### config.mk
export PLATFORM = sky130hd
export DESIGN_NAME = gbe_tx_packetizer
export DESIGN_NICKNAME = d
export VERILOG_FILES = /design/src/rtl/gbe_tx_packetizer.sv
export SDC_FILE = /design/constraint.sdc
export NUM_CORES = 1
export LEC_CHECK = 0
export ABC_AREA = 1
export BUFFER_PORTS_ARGS = -buffer_cell sky130_fd_sc_hd__buf_2
export CAP_MARGIN = 20
export CORE_ASPECT_RATIO = 0.8
export CORE_MARGIN = 4
export CORE_UTILIZATION = 44
export DETAILED_ROUTE_END_ITERATION = 12
export MAX_ROUTING_LAYER = met4
export PLACE_DENSITY_LB_ADDON = 0.15
export RECOVER_POWER = 25
export SYNTH_ARGS = -nofsm -noshare
export SYNTH_HDL_FRONTEND = slang
export SYNTH_SLANG_ARGS = --single-unit
### constraint.sdc
create_clock -name clk -period 1.98 [get_ports clk]
set_input_delay 0.297 -clock clk [delete_from_list [all_inputs] [get_ports clk]]
set_output_delay 0.297 -clock clk [all_outputs]
set_load 0.01 [all_outputs]
### src/rtl/gbe_tx_packetizer.sv
// gbe_tx_packetizer: frames a stream of payload words into fixed-length packets
// for a 10GbE core TX port. Each packet carries PKT_WORDS payload words, the
// last one flagged with tx_eof, and is followed by GAP_CYCLES forced idle cycles.
// A new packet only starts when the core's TX buffer is not almost full. Once
// started, a packet always runs to completion.
// Optional feature: define GBE_TX_HEADER_EN to prepend one header word per packet.
module gbe_tx_packetizer #(
  parameter int DIN_WIDTH  = 64,
  parameter int PKT_WORDS  = 128,
  parameter int GAP_CYCLES = 8
) (
  input  logic                 clk,
  input  logic                 rst,
  input  logic [DIN_WIDTH-1:0] din,
  input  logic                 din_valid,
  output logic                 din_ready,
  input  logic                 tx_afull,
  output logic [DIN_WIDTH-1:0] tx_data,
  output logic                 tx_valid,
  output logic                 tx_eof,
  output logic [31:0]          pkt_count,
  output logic                 busy
);

  localparam logic [15:0] LAST_IDX = 16'(PKT_WORDS - 1);
  localparam logic [7:0]  GAP_LAST = 8'(GAP_CYCLES - 1);

  typedef enum logic [1:0] {IDLE, HDR, DATA, GAP} state_t;

  state_t      state, state_nxt;
  logic [15:0] word_cnt;
  logic [7:0]  gap_cnt;
  logic        accept;
  logic        last_word;
  logic        gap_done;

  assign din_ready = (state == DATA);
  assign busy      = (state != IDLE);
  assign accept    = din_valid && (state == DATA);
  assign last_word = accept && (word_cnt == LAST_IDX);
  assign gap_done  = (gap_cnt == GAP_LAST);

`ifdef GBE_TX_HEADER_EN
  localparam logic [15:0] PKT_W16 = 16'(PKT_WORDS);
  logic [63:0] hdr_word;
  // Header carries a magic tag, the packet length and the index of this packet.
  assign hdr_word = {16'hCA5E, PKT_W16, pkt_count};
`endif

  // State register
  always_ff @(posedge clk) begin
    if (rst) state <= IDLE;
    else     state <= state_nxt;
  end

  // Next-state logic; tx_afull only gates the start of a packet
  always_comb begin
    state_nxt = state;
    case (state)
      IDLE: begin
        if (din_valid && !tx_afull) begin
`ifdef GBE_TX_HEADER_EN
          state_nxt = HDR;
`else
          state_nxt = DATA;
`endif
        end
      end
      HDR:     state_nxt = DATA;
      DATA:    if (last_word) state_nxt = GAP;
      GAP:     if (gap_done) state_nxt = IDLE;
      default: state_nxt = IDLE;
    endcase
  end

  // Word index within the packet; held at zero outside DATA so entry starts clean
  always_ff @(posedge clk) begin
    if (rst || state != DATA) word_cnt <= '0;
    else if (accept)          word_cnt <= word_cnt + 16'd1;
  end

  // Inter-packet gap length counter
  always_ff @(posedge clk) begin
    if (rst || state != GAP) gap_cnt <= '0;
    else                     gap_cnt <= gap_cnt + 8'd1;
  end

  // Registered TX outputs and completed-packet counter (wraps naturally)
  always_ff @(posedge clk) begin
    if (rst) begin
      tx_data   <= '0;
      tx_valid  <= 1'b0;
      tx_eof    <= 1'b0;
      pkt_count <= '0;
    end else begin
      tx_valid <= 1'b0;
      tx_eof   <= 1'b0;
      case (state)
`ifdef GBE_TX_HEADER_EN
        HDR: begin
          tx_data  <= DIN_WIDTH'(hdr_word);
          tx_valid <= 1'b1;
        end
`endif
        DATA: begin
          if (accept) begin
            tx_data  <= din;
            tx_valid <= 1'b1;
            tx_eof   <= last_word;
          end
          if (last_word) pkt_count <= pkt_count + 32'd1;
        end
        default: ;
      endcase
    end
  end

endmodule

==> results.toml, run 1 <==
[die]
design.die.area_sq_um = 14200
num_io_pins = 168
start_util_pct = 44.9
core_area_sq_um = 12100
die-width_microns = 132
std_cell_rows = 36
floorplan.die.height_microns = 107

[clocking]
clock_sink_count = 124
ctsLongestPathBuffers = 2
worst_skew_pair.late_latency_ns = 0.41
cts.root.buffer_cell = "sky130_fd_sc_hd__clkbuf_16"
clkTransAtPathRegs_ns = 0.06
htree_levels = 4
post-cts-setup-buffer-count = 0
tritoncts = "done"
numCtsBuffers = 17
cts_hold_repair.buffers = 0

[sta]
max_clock_freq_mhz = 563
relSlewSlack_pct = 52.7
finalHoldWorstSlack_ns = 0.0996
timing.clock.skew_ns = 0.0122
timing.final.ws_setup_ns = 0.204
final_min_period_over_clock_period_pct = 89.7
tns_ns = 0
setup_viol = 0
worstMarginPinSlew_ns = 0.710
final_max_slew_viol_count = 0
rsz0062_at_grt = "false"
report.final.hold_viol_count = 0
finalWorstPathRequiredPeriod_ns = 1.78

[route]
dr.first_iter.drc_count = 423
drc = 0
drt_wl_total_microns = 14900
drt.antenna.violating_nets = 0
wire_length_per_cell_after_detailed_routing_microns = 13.3
detail_route.first_pass.iterations = 4
routed-via-count = 5455
drt-vias-per-instance = 4.84

[critical_path]
crit_arrival_ns = 2.12
critical_path.max_fanout = 17
critical_path.endpoint_type = "flop"
cpPeakStageDelay_ns = 0.36
crit_path_depth = 9
rrSetupSlack_ns = 0.20
critical_path_required_ns = 2.33
crit_path_launch_type = "flop"
crit_buf_inv = 0
worst-r2r-cell-count = 9
crit_chain = "ha_1 > nand3_2 > nor2_4 > nand2_4 > nor2_4 > nand3_1 > nand2_1 > nand2_1 > nor2_1"
top_delay_family_on_crit_path = "simple AND/OR/NAND/NOR gates"
rr_endpoint = "pkt_count[28]$_SDFFE_PP0P_"
timing.critical_path.slowest_stage_cell = "sky130_fd_sc_hd__dfxtp_1"
worstReg2RegStart = "word_cnt[0]$_SDFFE_PP0P_"
timing_worst_setup_path_type = "reg -> reg"

[logic_synthesis]
async_reset_ff_share_pct = 0
post_synth_most_frequent_cells = "223 x sky130_fd_sc_hd__nor2_1, 124 x sky130_fd_sc_hd__dfxtp_1, 120 x sky130_fd_sc_hd__nand2_1, 72 x sky130_fd_sc_hd__o21ai_0, 67 x sky130_fd_sc_hd__inv_1"
synth_largest_area_cell = "sky130_fd_sc_hd__dfxtp_1"
synth_edf_count = 0
synth.ff_latch_count = 124
synth_top_cells_by_area = "sky130_fd_sc_hd__dfxtp_1 46%, sky130_fd_sc_hd__nor2_1 15%, sky130_fd_sc_hd__nand2_1 8.3%"
sequential_element_share_of_the_synthesized_area_pct = 45.6
synthMostInstantiatedCell = "sky130_fd_sc_hd__nor2_1"
syn_nets = 865
syn-mean-instance-area_sq_um = 6.85
netlist.area_leader.share_pct = 45.6
yosysUniqueCellTypes = 34
yosysWarningCount = 0
synth_flop_cell = "sky130_fd_sc_hd__dfxtp_1"
synth_area_sq_um = 5440
syn_inst = 794

[layout]
finish.net_count = 1030
layout-drive-gt1-share_pct = 17.8
n_fill_cell = 1209
final_core_util_pct = 57.0
multi_input_area_sq_um = 2570
ff_latch_area_sq_um = 2480
layout.cell_area.non_filler_sq_um = 6910
finalNonFillerCells = 1126
layout-area-overhead-vs-synth_pct = 27.0

[global_routing]
gr-usage-all-layers_pct = 21.6
initial_antenna_violation_count = 1
number_of_global_route_vias_before_repair = 4999
global_route_overflow = 0
grt_max_degree = 74
global_route_wire_length_before_repair_microns = 24600

[power]
design_power_total_mw = 5.88
power.switching_mw = 1.49
power_frac_comb_pct = 6.0
cellInternalPower_mw = 4.39
clockPowerShare_pct = 49.6
sequentialPowerShare_pct = 44.3
powerDensity_nw_per_um2 = 851
power.ir.vdd_worst_uv = 520
sw_frac_of_total_pct = 25.4
p_leak_nw = 3.07

[job]
drv.max_cap_violation_count = 0

[place]
detailedPlacementHpwl_microns = 10600
place.gp.congestion = 0.846
io_buffer_count = 167
pre_cts_slack_ns = 0.237
placed_cells_incl_taps = 1092
post_dp_cell_area_sq_um = 6410

[min_path]
type_of_the_most_critical_hold_path = "in -> reg"
timing.hold.worst_path_depth = 3
capture_endpoint_of_the_worst_hold_path = "tx_data[20]$_SDFFE_PP0N_"
hold_start = "din[20]"

[outcome]
outcome = "complete, no violations"
cells in the final DEF (no fill, tap or decap), types with 2 or more instances in the layout:
| master | count |
|---|---|
| sky130_fd_sc_hd__nor2_1 | 223 |
| sky130_fd_sc_hd__clkinvlp_4 | 3 |
| sky130_fd_sc_hd__inv_6 | 5 |
| sky130_fd_sc_hd__nand2_2 | 2 |
| sky130_fd_sc_hd__xnor2_1 | 5 |
| sky130_fd_sc_hd__a21oi_1 | 35 |
| sky130_fd_sc_hd__a31oi_1 | 3 |
| sky130_fd_sc_hd__buf_4 | 4 |
| sky130_fd_sc_hd__nor2_4 | 3 |
| sky130_fd_sc_hd__nor2_2 | 3 |
| sky130_fd_sc_hd__o21ai_0 | 72 |
| sky130_fd_sc_hd__diode_2 | 2 |
| sky130_fd_sc_hd__clkbuf_16 | 17 |
| sky130_fd_sc_hd__nand3_1 | 57 |
| sky130_fd_sc_hd__nand3_2 | 2 |
| sky130_fd_sc_hd__inv_2 | 4 |
| sky130_fd_sc_hd__nand2_1 | 119 |
| sky130_fd_sc_hd__clkinv_4 | 3 |
| sky130_fd_sc_hd__dfxtp_1 | 124 |
| sky130_fd_sc_hd__inv_1 | 66 |
| sky130_fd_sc_hd__buf_2 | 118 |
| sky130_fd_sc_hd__nor3_1 | 13 |
| sky130_fd_sc_hd__ha_1 | 2 |
| sky130_fd_sc_hd__o21ai_1 | 8 |
| sky130_fd_sc_hd__clkbuf_1 | 51 |
| sky130_fd_sc_hd__inv_8 | 3 |
| sky130_fd_sc_hd__nand4_1 | 13 |
worst max-delay path by stage:
stage | to | from
after floorplan | pkt_count[30]$_SDFFE_PP0P_ | pkt_count[0]$_SDFFE_PP0P_
after global placement | pkt_count[28]$_SDFFE_PP0P_ | word_cnt[0]$_SDFFE_PP0P_
after detailed placement | pkt_count[28]$_SDFFE_PP0P_ | word_cnt[0]$_SDFFE_PP0P_
after CTS | pkt_count[28]$_SDFFE_PP0P_ | word_cnt[0]$_SDFFE_PP0P_
after global routing | pkt_count[28]$_SDFFE_PP0P_ | pkt_count[0]$_SDFFE_PP0P_
final | pkt_count[28]$_SDFFE_PP0P_ | word_cnt[0]$_SDFFE_PP0P_
sequential cells by signal (all words and copies together) (netlist names):
signal     flops
gap_cnt        8
pkt_count     32
state          2
tx_data       64
tx_eof         1
tx_valid       1
word_cnt      16
power groups by stage:
stage | combinational (mW) | sequential, mW | clock (mW)
2_1_floorplan | 0.144 | 2.69 | 0
3_3_place_gp | 0.373 | 2.66 | 0
3_5_place_dp | 0.375 | 2.66 | 0
4_1_cts | 0.375 | 2.60 | 2.98
5_1_grt | 0.402 | 2.62 | 3.10
6_report | 0.355 | 2.61 | 2.92
per-layer routing:
metal | share of wire [%] | global-route usage (%) | up-vias
met3 | 7.7 | 7.85 | 8
met4 | 0.64 | 4.75 | 0
met1 | 48 | 29.0 | 2419
li1 | - | - | 2877
met5 | 0 | - | -
met2 | 43 | 31.2 | 151
logic make-up after synthesis:
kind of cell,count (synthesis),share of synthesized area (%)
buf+inv,99,7.24
flops,124,45.6
compound gates,121,11.4
fa+ha+maj,3,0.690
simple gates,441,34.1
xor+xnor,6,0.966
cell type report:
type                    count  area share (%)
repair buffers            174            12.0
diodes                      2          0.0724
inverters                  71            3.86
clock inverters            14            1.83
multi-input cells         571            37.2
well taps                 152            2.75
flip-flops and latches    124            35.9
clock buffers              18            6.36
tightest hold or removal path: stages:
cell and delay, ns:
sky130_fd_sc_hd__buf_2 0.07, sky130_fd_sc_hd__nor2_1 0.03, sky130_fd_sc_hd__nor2_1 0.08
timing repair:
action | 4_1_cts | 5_1_grt
resized for setup | 0 | 1
hold endpoints to repair | 0 | 0
setup endpoints to repair | 0 | 1
Power figures use the tool's default switching activity.
==> inputs of run 2 (changes only) <==
--- a/config.mk
+++ b/config.mk
@@ -16,3 +16,3 @@
 export PLACE_DENSITY_LB_ADDON = 0.15
-export RECOVER_POWER = 25
+export REMOVE_ABC_BUFFERS = 1
 export SYNTH_ARGS = -nofsm -noshare
==> constraint.sdc (replaced) <==
create_clock -name clk -period 1.98 [get_ports clk]
set_input_delay 0.396 -clock clk [delete_from_list [all_inputs] [get_ports clk]]
set_output_delay 0.396 -clock clk [all_outputs]
set_load 0.01 [all_outputs]
==> results.toml, run 2 (same netlist as run 1, synthesis figures left out) <==
[layout]
leading_cell_type_in_the_layout_fill_and_taps_excluded = "sky130_fd_sc_hd__nor2_1"
ff_latch_area_sq_um = 2480
multi_input_area_sq_um = 2570
layout-area-overhead-vs-synth_pct = 30.2
commonest_cells_after_routing_fill_and_taps_aside = "223 x sky130_fd_sc_hd__nor2_1, 167 x sky130_fd_sc_hd__buf_2, 124 x sky130_fd_sc_hd__dfxtp_1, 119 x sky130_fd_sc_hd__nand2_1, 72 x sky130_fd_sc_hd__o21ai_0"
layout-drive-gt1-share_pct = 23.3
reg.largest.list = "tx_data: 64 flops, pkt_count: 32 flops, word_cnt: 16 flops"
finish.net_count = 1034
largest_register = "tx_data"
max_reg_flops = 64
n_fill_cell = 1157

[sta]
timing.clock.skew_ns = 0.00746
setup_viol = 0
finalHoldWorstSlack_ns = 0.205
final_max_slew_viol_count = 0
rsz0062_at_grt = "false"
tns_ns = 0
report.final.hold_viol_count = 0
finalWorstPathRequiredPeriod_ns = 1.78
worstMarginPinSlew_ns = 0.502
max_clock_freq_mhz = 562
relSlewSlack_pct = 66.6
final_min_period_over_clock_period_pct = 89.9

[outcome]
outcome = "complete, no violations"

[power]
power_frac_comb_pct = 5.9
cellInternalPower_mw = 4.87
sequentialPowerShare_pct = 41.5
powerDensity_nw_per_um2 = 887
clockPowerShare_pct = 52.6
power.ir.vdd_worst_uv = 684
power.switching_mw = 1.41
p_leak_nw = 3.35
sw_frac_of_total_pct = 22.5

[critical_path]
worstReg2RegStart = "pkt_count[0]$_SDFFE_PP0P_"
crit_arrival_ns = 2.12
worst-r2r-cell-count = 9
crit_path_launch_type = "flop"
critical_path.max_fanout = 6
critical_path_required_ns = 2.32
critical_path.endpoint_type = "flop"
timing_worst_setup_path_type = "reg -> reg"
cp-startpoint = "pkt_count[0]$_SDFFE_PP0P_"

[die]
start_util_pct = 44.9
die-width_microns = 132
std_cell_rows = 36
design.die.area_sq_um = 14200
num_io_pins = 168
floorplan.die.height_microns = 107
core_area_sq_um = 12100

[min_path]
type_of_the_most_critical_hold_path = "in -> reg"
hold_start = "din[10]"
timing.hold.worst_path_depth = 3

[clocking]
htree_levels = 4
number_of_instances_resized_during_post_cts_repair = 0
numCtsBuffers = 17
clock_sink_count = 124
cts.root.buffer_cell = "sky130_fd_sc_hd__clkbuf_16"
ctsLongestPathBuffers = 2
worst_skew_pair.late_latency_ns = 0.41
post-cts-setup-buffer-count = 0
clkTransAtPathRegs_ns = 0.06
cts_hold_repair.buffers = 0
tritoncts = "done"

[route]
drc = 0
drt_wl_total_microns = 14800
drt-vias-per-instance = 4.91
detail_route.first_pass.iterations = 5
wire_length_per_cell_after_detailed_routing_microns = 13.1
routed-via-count = 5546
drt.antenna.violating_nets = 0
dr.first_iter.drc_count = 361

[global_routing]
grt_max_degree = 65
initial_antenna_violation_count = 1
gr-usage-all-layers_pct = 21.6
global_route_overflow = 0
global_route_wire_length_before_repair_microns = 24700
number_of_global_route_vias_before_repair = 5127

[place]
detailedPlacementHpwl_microns = 10400
io_buffer_count = 167
place.gp.congestion = 0.856

[job]
drv.max_cap_violation_count = 0
[run 2: cell type report]
cell class | instances | share of cell area, %
multi-input combinational | 571 | 36.2
sequential | 124 | 35.0
timing repair buffer | 178 | 13.3
clock buffer | 18 | 6.20
inverter | 71 | 3.76
clock inverter | 14 | 2.72
tap | 152 | 2.69
antenna | 1 | 0.0353
[run 2: worst paths after layout]
| check | to | slack, ns |
|---|---|---|
| setup / recovery | pkt_count[28]$_SDFFE_PP0P_ | 0.20 |
| hold / removal | tx_data[10]$_SDFFE_PP0N_ | 0.20 |
| setup reg to reg | pkt_count[28]$_SDFFE_PP0P_ | 0.20 |
| hold reg to reg | gap_cnt[0]$_SDFF_PP0_ | 0.45 |
[run 2: power by group through the flow]
| stage | Clock [mW] | Sequential, mW | Combinational, mW |
|---|---|---|---|
| after floorplan | 0 | 2.69 | 0.131 |
| after global placement | 0 | 2.66 | 0.371 |
| after detailed placement | 0 | 2.66 | 0.375 |
| after CTS | 3.35 | 2.61 | 0.376 |
| after global routing | 3.48 | 2.62 | 0.417 |
| final | 3.30 | 2.61 | 0.371 |
[run 2: per-stage QoR]
stage | setup slack (ns) | power (mW) | instance area, sq um | std cells | util (%)
2_1_floorplan | -0.358 | 2.82 | 5310 | 766 | -
3_3_place_gp | 0.325 | 3.03 | 6450 | 1096 | 53.2
3_5_place_dp | 0.217 | 3.03 | 6450 | 1096 | 53.2
4_1_cts | 0.215 | 6.33 | 7080 | 1128 | 58.4
5_1_grt | 0.00668 | 6.51 | 7080 | 1129 | 58.5
6_report | 0.199 | 6.28 | 7080 | 1129 | 58.5
[run 2: metal layers]
metal	part of all wire, %	vias up	track usage [%]	routed length, microns
li1	-	2895	-	-
met1	47	2465	28.8	6960
met2	44	178	31.6	6480
met3	8.7	8	7.62	1280
met4	0.59	0	5.12	88
met5	0	-	-	0
[run 2: worst max-delay path, stage by stage (launching register included)]
cell and delay [ns]:
sky130_fd_sc_hd__dfxtp_1 0.43, sky130_fd_sc_hd__ha_1 0.29, sky130_fd_sc_hd__nand3_1 0.14, sky130_fd_sc_hd__nor2_2 0.19, sky130_fd_sc_hd__nand3_1 0.11, sky130_fd_sc_hd__nor2_1 0.21
sky130_fd_sc_hd__nand3_1 0.15, sky130_fd_sc_hd__nand2_1 0.08, sky130_fd_sc_hd__nand2_1 0.04, sky130_fd_sc_hd__nor2_1 0.08
